## config.mk

```make
export PLATFORM = sky130hd
export DESIGN_NAME = sha_last_nonce_scheduler
export DESIGN_NICKNAME = d
export VERILOG_FILES = /design/src/rtl/sha_sched_pkg.sv /design/src/rtl/sha_sched_nonce_counter.sv /design/src/rtl/sha_last_nonce_scheduler.sv
export SDC_FILE = /design/constraint.sdc
export NUM_CORES = 1
export LEC_CHECK = 0
export CAP_MARGIN = 20
export CORE_MARGIN = 2
export CORE_UTILIZATION = 50
export DETAILED_ROUTE_END_ITERATION = 8
export DONT_BUFFER_PORTS = 1
export PLACE_DENSITY = 0.67
export SLEW_MARGIN = 5
export SYNTH_ARGS = -nofsm -noshare
export SYNTH_HDL_FRONTEND = slang
export SYNTH_SLANG_ARGS = --single-unit
export TNS_END_PERCENT = 20
```

## constraint.sdc

```tcl
create_clock -name clk -period 19.94 [get_ports clk]
set_clock_uncertainty 0.05 [all_clocks]
set_input_delay 1.994 -clock clk [delete_from_list [all_inputs] [get_ports clk]]
set_output_delay 1.994 -clock clk [all_outputs]
set_load 0.02 [all_outputs]
```

## src/rtl/sha_sched_pkg.sv

```systemverilog
// Shared types and widths for the double-SHA nonce scheduler.
package sha_sched_pkg;

  localparam int unsigned NONCE_W    = 32;
  localparam int unsigned TAIL_WORDS = 3;

  typedef enum logic [1:0] {
    IDLE,
    ISSUE,
    DRAIN
  } SchedState;

  typedef struct packed {
    logic [TAIL_WORDS-1:0][NONCE_W-1:0] tail;
    logic [NONCE_W-1:0]                 start;
    logic [NONCE_W-1:0]                 count;
  } JobDesc;

  function automatic logic [NONCE_W-1:0] nonce_inc(input logic [NONCE_W-1:0] n);
    return n + NONCE_W'(1);
  endfunction

endpackage

```

## src/rtl/sha_sched_nonce_counter.sv

```systemverilog
// Current nonce and nonces-remaining bookkeeping for one job.
module sha_sched_nonce_counter
  import sha_sched_pkg::*;
(
  input  logic               clk,
  input  logic               rst,
  input  logic               load_i,
  input  logic [NONCE_W-1:0] start_i,
  input  logic [NONCE_W-1:0] count_i,
  input  logic               step_i,
  output logic [NONCE_W-1:0] nonce_o,
  output logic               last_o
);

  logic [NONCE_W-1:0] nonce_q, nonce_d;
  logic [NONCE_W-1:0] remaining_q, remaining_d;

  always_comb begin
    nonce_d     = nonce_q;
    remaining_d = remaining_q;
    if (load_i) begin
      nonce_d     = start_i;
      remaining_d = count_i;
    end else if (step_i) begin
      // Wraps mod 2^32; remaining wrapping after the last step is harmless.
      nonce_d     = nonce_inc(nonce_q);
      remaining_d = remaining_q - NONCE_W'(1);
    end
  end

  always_ff @(posedge clk or posedge rst) begin
    if (rst) begin
      nonce_q     <= '0;
      remaining_q <= '0;
    end else begin
      nonce_q     <= nonce_d;
      remaining_q <= remaining_d;
    end
  end

  assign nonce_o = nonce_q;
  assign last_o  = (remaining_q == '0);

endmodule

```

## src/rtl/sha_last_nonce_scheduler.sv

```systemverilog
// Issues one nonce per cycle for a latched mining job, then waits out the
// pipeline latency and pulses done.
module sha_last_nonce_scheduler
  import sha_sched_pkg::*;
#(
  parameter int unsigned LATENCY = 130
) (
  input  logic                               clk,
  input  logic                               rst,
  input  logic                               job_valid_i,
  output logic                               job_ready_o,
  input  logic [TAIL_WORDS*NONCE_W-1:0]      job_tail_i,
  input  logic [NONCE_W-1:0]                 job_start_i,
  input  logic [NONCE_W-1:0]                 job_count_i,
  input  logic                               pause_i,
  input  logic                               abort_i,
  output logic [TAIL_WORDS*NONCE_W-1:0]      job_tail_o,
  output logic [NONCE_W-1:0]                 nonce_o,
  output logic                               valid_o,
  output logic                               newblock_o,
  output logic                               done_o
);

  localparam int unsigned DrainW = $clog2(LATENCY + 1);

  SchedState state_q, state_d;
  logic [DrainW-1:0] drain_q, drain_d;
  logic pend_new_q, pend_new_d;
  logic job_ready_q, job_ready_d;
  logic valid_q, valid_d;
  logic newblock_q, newblock_d;
  logic done_q, done_d;
  logic [NONCE_W-1:0] nonce_q, nonce_d;
  logic [TAIL_WORDS-1:0][NONCE_W-1:0] tail_q, tail_d;

  JobDesc job;
  logic accept;
  logic cnt_load, cnt_step, cnt_last;
  logic [NONCE_W-1:0] cnt_nonce;

  assign job = '{tail: job_tail_i, start: job_start_i, count: job_count_i};
  // Ready is only high in IDLE, so this also rejects jobs outside IDLE.
  assign accept = job_valid_i && job_ready_q;

  sha_sched_nonce_counter u_nonce_counter (
    .clk     (clk),
    .rst     (rst),
    .load_i  (cnt_load),
    .start_i (job.start),
    .count_i (job.count),
    .step_i  (cnt_step),
    .nonce_o (cnt_nonce),
    .last_o  (cnt_last)
  );

  always_comb begin
    state_d     = state_q;
    drain_d     = drain_q;
    pend_new_d  = pend_new_q;
    job_ready_d = job_ready_q;
    valid_d     = 1'b0;
    newblock_d  = 1'b0;
    done_d      = 1'b0;
    nonce_d     = nonce_q;
    tail_d      = tail_q;
    cnt_load    = 1'b0;
    cnt_step    = 1'b0;

    unique case (state_q)
      IDLE: begin
        job_ready_d = 1'b1;
        if (accept) begin
          cnt_load    = 1'b1;
          tail_d      = job.tail;
          pend_new_d  = 1'b1;
          job_ready_d = 1'b0;
          state_d     = ISSUE;
        end
      end
      ISSUE: begin
        if (abort_i) begin
          pend_new_d  = 1'b0;
          job_ready_d = 1'b1;
          state_d     = IDLE;
        end else if (!pause_i) begin
          valid_d    = 1'b1;
          nonce_d    = cnt_nonce;
          newblock_d = pend_new_q;
          pend_new_d = 1'b0;
          cnt_step   = 1'b1;
          if (cnt_last) begin
            drain_d = DrainW'(LATENCY);
            state_d = DRAIN;
          end
        end
      end
      DRAIN: begin
        if (abort_i) begin
          drain_d     = '0;
          job_ready_d = 1'b1;
          state_d     = IDLE;
        end else if (drain_q <= DrainW'(1)) begin
          // Ready stays low this cycle and rises after the done pulse.
          drain_d = '0;
          done_d  = 1'b1;
          state_d = IDLE;
        end else begin
          drain_d = drain_q - DrainW'(1);
        end
      end
      default: state_d = IDLE;
    endcase
  end

  always_ff @(posedge clk or posedge rst) begin
    if (rst) begin
      state_q     <= IDLE;
      drain_q     <= '0;
      pend_new_q  <= 1'b0;
      job_ready_q <= 1'b1;
      valid_q     <= 1'b0;
      newblock_q  <= 1'b0;
      done_q      <= 1'b0;
      nonce_q     <= '0;
      tail_q      <= '0;
    end else begin
      state_q     <= state_d;
      drain_q     <= drain_d;
      pend_new_q  <= pend_new_d;
      job_ready_q <= job_ready_d;
      valid_q     <= valid_d;
      newblock_q  <= newblock_d;
      done_q      <= done_d;
      nonce_q     <= nonce_d;
      tail_q      <= tail_d;
    end
  end

  assign job_ready_o = job_ready_q;
  assign valid_o     = valid_q;
  assign newblock_o  = newblock_q;
  assign done_o      = done_q;
  assign nonce_o     = nonce_q;
  assign job_tail_o  = tail_q;

endmodule

```

After elaboration in Yosys (flattened, before gate mapping)
Index checks and enable logic that the tools add are counted.
Word-level totals
  input bits: 165
  logic and storage cells: 78
  output and inout bits: 132
  register bits: 207
Operators by class
  $lt $le $gt $ge: 1
  reduce and logical (&&, ||, !) cells: 14
  muxes and demuxes: 35
  bitwise gates (word level): 2
  $add $sub $neg: 3
  eq/ne operators: 10
Operators with widths (count)
  two-way mux 32 bit: 4
  two-way mux 8 bit: 5
  adder 32 x 1 -> 32 bit, second input constant: 1
  zero test 32 bit: 1
  subtractor 32 x 1 -> 32 bit, second input constant: 1
  two-way mux 1 bit: 16
  one-hot mux 8 bit (2 select lines): 1
  two-way mux 2 bit: 6
  != test 3 bit, second input constant: 3
  <= comparator 8 x 1 -> 1 bit, second input constant: 1
  != test 2 bit, second input constant: 4
  AND reduction 4 bit: 2
  nonzero test 2 bit: 4
  subtractor 8 x 1 -> 8 bit, second input constant: 1
  one-hot mux 2 bit (3 select lines): 1
  AND reduction 3 bit: 2
  one-hot mux 1 bit (2 select lines): 2
  AND reduction 2 bit: 2
  == test 2 x 1 -> 1 bit, second input constant: 1
  == test 2 bit, second input constant: 1
  zero test 2 bit: 1
  != test 2 x 1 -> 1 bit, second input constant: 1
  inverter 1 bit: 2
  OR reduction 2 bit: 1
  logical AND 1 bit: 1

Logic depth before layout (Yosys ltp)
  depth in word-level cells: 5
  depth in mapped cells: 10
  mapped depth without buffers: 8

By module
From an unflattened synthesis, not the netlist that was laid out.
Second synthesis, totals
  cell total of the unflattened synthesis: 966
  area total of the unflattened synthesis: 9248.9 sq um
Modules (own cells, without submodules)
  sha_last_nonce_scheduler: sequential area each 3579.7 sq um, cells an instance 559, times used 1, area an instance 5607.9 sq um
  sha_sched_nonce_counter: sequential area each 1601.5 sq um, cells an instance 407, times used 1, area an instance 3641.0 sq um

Worst setup path after synthesis
OpenSTA, ideal clock, no wires.
  path type: input to register
  start point: input port abort_i
  end point: register u_nonce_counter.remaining_q[30]
  setup time: 0.137 ns
  path buffers: 2
  cell stages on the path: 7
  required time: 19.753 ns
  setup slack: 16.038 ns
  arrival time: 3.715 ns
  cells stage by stage: or3b_1 > clkbuf_1 > or4b_4 > buf_6 > nor4_4 > xnor2_1 > a21oi_1
Between the ends
  cells in the longest elaborated chain, start to end: 3
RTL lines
  from (decl): line sha_last_nonce_scheduler.sv:16  | input logic abort_i,
  two-way mux 1 bit: line sha_last_nonce_scheduler.sv:81  | if (abort_i) begin
  two-way mux 1 bit: line sha_last_nonce_scheduler.sv:69  | unique case (state_q)
  nonzero test 2 bit (no source line)
  to (signal assigned): line sha_sched_nonce_counter.sv:37  | remaining_q <= remaining_d;
  to (decl): line sha_sched_nonce_counter.sv:16  | logic [NONCE_W-1:0] remaining_q, remaining_d;
Every way passes these cells.
A chain may end at the register's enable or synchronous reset.

Final worst setup path
  start point: input port abort_i
  end point: register u_nonce_counter.remaining_q[23]
Same word-level chain as after synthesis.

==> flow_metrics.tcl <==
set metrics [dict create \
    dr.pass1.iters 5 \
    synthesis.yosys.warnings 0 \
    crit_path_max_fanout 44 \
    routed-wl-met3_um 1480 \
    slew-limit-headroom_pct 33.1 \
    post_route_cells_drive_above_1_share_pct 18.6 \
    number_of_nets_produced_by_synthesis 1006 \
    drtAntennaViolNets 0 \
    p_seq_share_pct 52.6 \
    start_util_pct 50.9 \
    timing_max_transition_violations_final 0 \
    number_of_gates_resized_after_cts 0 \
    routed_wirelength_um 20700 \
    cts.clk_slew.worst_paths_ns 0.06 \
    floorplan.rows 49 \
    netlist.area_leader.share_pct 56.4 \
    synth_flop_cell "dfrtp_1" \
    clock_power_share_pct 25.3 \
    detail_route.vias_per_cell 5.70 \
    synth.most_common_cell "dfrtp_1" \
    cts_max_path_buffers 3 \
    fmax_mhz 206 \
    global_route.usage.total_pct 20.9 \
    clk_root_buffer_cell "clkbuf_16" \
    die_boundary_height_um 139 \
    number_of_h_tree_levels 1 \
    grt.overflow.total 0 \
    port_buffers 0 \
    crit_chain "or3b_2, inv_2, nand4b_1, nor4b_1, xnor2_1, a21oi_1" \
    period_share_pct 24.3 \
    synth_area_um2 9140 \
    syn_inst 834 \
    post_cts.repair.setup_buffers 0 \
    clock_sinks 207 \
    fin_nets 998 \
    worst_ep_arrival_time_ns 5.13 \
    wl_per_cell_um 19.3 \
    multi_input_comb_area_um2 3760 \
    power.switching_fraction_pct 38.6 \
    number_of_design_rule_violations_left_after_detail_routing 0 \
    status "completed" \
    first_global_vias 6417 \
    setup.worst_path.class "in2reg" \
    worst_setup_path_start_kind "input port" \
    worst_hold_path_type "reg2reg" \
    ir_drop_v 0.000128 \
    cts_buffers 23 \
    worst_slew_pin_slew_ns 1.00 \
    chipWidth_um 139 \
    area_overhead_of_the_layout_relative_to_synthesis_pct 11.6 \
    grt_setup_unrepaired "no" \
    holdBufCountCts 0 \
    uppermost_signal_routing_layer_after_detailed_routing "met4" \
    largest_area_contributor_in_the_synthesized_netlist "dfrtp_1" \
    post_synthesis_sequential_area_ratio_pct 56.7 \
    number_of_top_level_pins 297 \
    synth.cells.most_frequent "dfrtp_1 (206), nand2_1 (121), mux2_2 (98), nor2_1 (84), a21oi_1 (59)" \
    die_area_um2 19400 \
    synth_enable_flop_cells 0 \
    area_contributors_post_synth "dfrtp_1 (56%), mux2_2 (12%), nand2_1 (5.0%)" \
    postSynth.asyncResetShare_pct 100 \
    static_leakage_nw 4.28 \
    pwr_density_cell_nw_per_um2 180 \
    report.final.setup_viol 0 \
    grt_max_degree 128 \
    met2RoutedLength_um 10400 \
    fill_cells 1540 \
    critPathSlowestCell "or3b_2" \
    hold_violations 0 \
    globalplace.congestion 0.839 \
    max_cap_violations 0 \
    endpoint_kind "register" \
    detailed_place_hpwl_um 14200 \
    min_period_ns 4.85 \
    grt_antenna_before_repair 1 \
    cp.required_ns 20.22 \
    initialDrtViolationCount 329 \
    synth.lib_cells_used.distinct 49 \
    tritoncts_clock_tree "done" \
    sequential_cell_area_um2 5180 \
    design_power_total_mw 1.84 \
    p_comb_share_pct 22.2 \
    p_int_mw 1.13 \
    coreArea_um2 18000 \
    grt_first_pass_wirelength_um 33300 \
    synth.avg_cell_area_um2 11.0 \
    clkLatencyLatePin_ns 0.50 \
    dr_total_vias 6112 \
    detail_route.wirelength.met1_um 8380 \
    cpPeakStageDelay_ns 0.85 \
    ys_seq_elements 207 \
    setup_tns_ns 0 \
    switching_power_mw 0.708 \
]
routing by layer:
layer	vias to the layer above	track usage (%)
met2	226	35.7
li1	2858	-
met4	0	6.01
met5	-	0
met3	31	5.90
met1	2997	26.2
layout make-up:
cell class	count	area share, %
sequential	207	50.8
multi-input combinational	573	36.8
clock buffer	32	6.47
tap	229	2.81
clock inverter	10	1.82
inverter	15	0.626
timing repair buffer	6	0.613
antenna	1	0.0245
sequential cells by signal, indices dropped and copies added (netlist names):
signal,flops
done_o,1
drain_q,8
job_ready_o,1
job_tail_o,96
newblock_o,1
nonce_o,32
pend_new_q,1
state_q,2
u_nonce_counter.nonce_o,32
u_nonce_counter.remaining_q,32
valid_o,1
worst paths after layout:
check / end / start / slack [ns] / cells past startpoint
min reg2reg: nonce_o[31]$_DFFE_PP0P_ / u_nonce_counter.nonce_o[31]$_DFFE_PP0P_ / 0.44 / 2
max in group asynchronous: nonce_o[24]$_DFFE_PP0P_ / rst / 17.14 / 3
min in group asynchronous: job_tail_o[85]$_DFFE_PP0P_ / rst / 1.42 / 1
max reg2reg: u_nonce_counter.remaining_q[23]$_DFFE_PP0P_ / state_q[1]$_DFFE_PP0P_ / 15.83 / 8
min: nonce_o[31]$_DFFE_PP0P_ / u_nonce_counter.nonce_o[31]$_DFFE_PP0P_ / 0.44 / 2
max: u_nonce_counter.remaining_q[23]$_DFFE_PP0P_ / abort_i / 15.10 / 6
power by group through the flow:
stage	clock [mW]	sequential [mW]	combinational [mW]
floorplan	0	0.913	0.348
CTS	0.474	0.967	0.411
global placement	0	0.964	0.391
detailed placement	0	0.970	0.411
global route	0.493	0.989	0.459
finish	0.464	0.965	0.407
logic make-up (layout without fill, tap and decap cells):
| group | count (synthesis) | count (layout) | share of synthesized area [%] |
|---|---|---|---|
| xor gates and xnor gates | 58 | 58 | 5.56 |
| DFF | 207 | 207 | 56.7 |
| AOI/OAI and AO/OA | 95 | 95 | 5.92 |
| adders and majority gates | 7 | 7 | 0.959 |
| other | 0 | 1 | 0 |
| muxes | 99 | 99 | 12.2 |
| and+or+nand+nor | 314 | 314 | 16.4 |
| buffers and inverters | 54 | 63 | 2.31 |
through the flow:
stage                     utilization (%)  hold slack (ns)  instances  worst slack (ns)  instance area [um^2]
after floorplan                         -            0.398        834             12.25                  9140
after global placement               51.9            0.429       1028             14.64                  9320
after detailed placement             51.9            0.438       1029             14.54                  9320
after CTS                            56.6            0.455       1071             15.08                 10200
after global routing                 56.8            0.481       1072             14.79                 10200
final                                56.8            0.441       1073             15.10                 10200
critical path: cells and delay by family:
family	cells	cell delay [ns]
xor gates and xnor gates	1	0.17
buffers and inverters	1	0.74
AOI/OAI and AO/OA	1	0.09
and+or+nand+nor	3	2.12
cell usage in the layout, fill, tap and decap left out, types with 2 or more instances in the layout:
| master | Yosys | layout |
|---|---|---|
| nor4_4 | 3 | 3 |
| nor3_1 | 25 | 25 |
| nand2_1 | 121 | 121 |
| a22o_1 | 2 | 2 |
| and2_1 | 4 | 4 |
| or3b_2 | 1 | 2 |
| or2_2 | 4 | 4 |
| nor4b_1 | 2 | 2 |
| dfrtp_1 | 206 | 206 |
| clkbuf_1 | 33 | 4 |
| a21oi_1 | 59 | 59 |
| clkinv_2 | 0 | 2 |
| buf_4 | 0 | 4 |
| o21ai_0 | 13 | 13 |
| a31oi_1 | 6 | 6 |
| ha_1 | 7 | 7 |
| clkbuf_8 | 0 | 5 |
| inv_6 | 0 | 2 |
| nand3_1 | 18 | 17 |
| o31ai_1 | 4 | 4 |
| xor2_1 | 29 | 29 |
| clkbuf_16 | 0 | 23 |
| nor4_1 | 12 | 12 |
| o2bb2ai_1 | 2 | 2 |
| mux2_2 | 98 | 98 |
| or4_1 | 3 | 3 |
| nand4_1 | 16 | 16 |
| inv_1 | 14 | 13 |
| and3_1 | 5 | 5 |
| nor2_1 | 84 | 84 |
| bufinv_16 | 0 | 5 |
| or3_1 | 5 | 5 |
| xnor2_1 | 29 | 29 |
| and4_1 | 5 | 5 |
(Power assumes the default switching activity.)
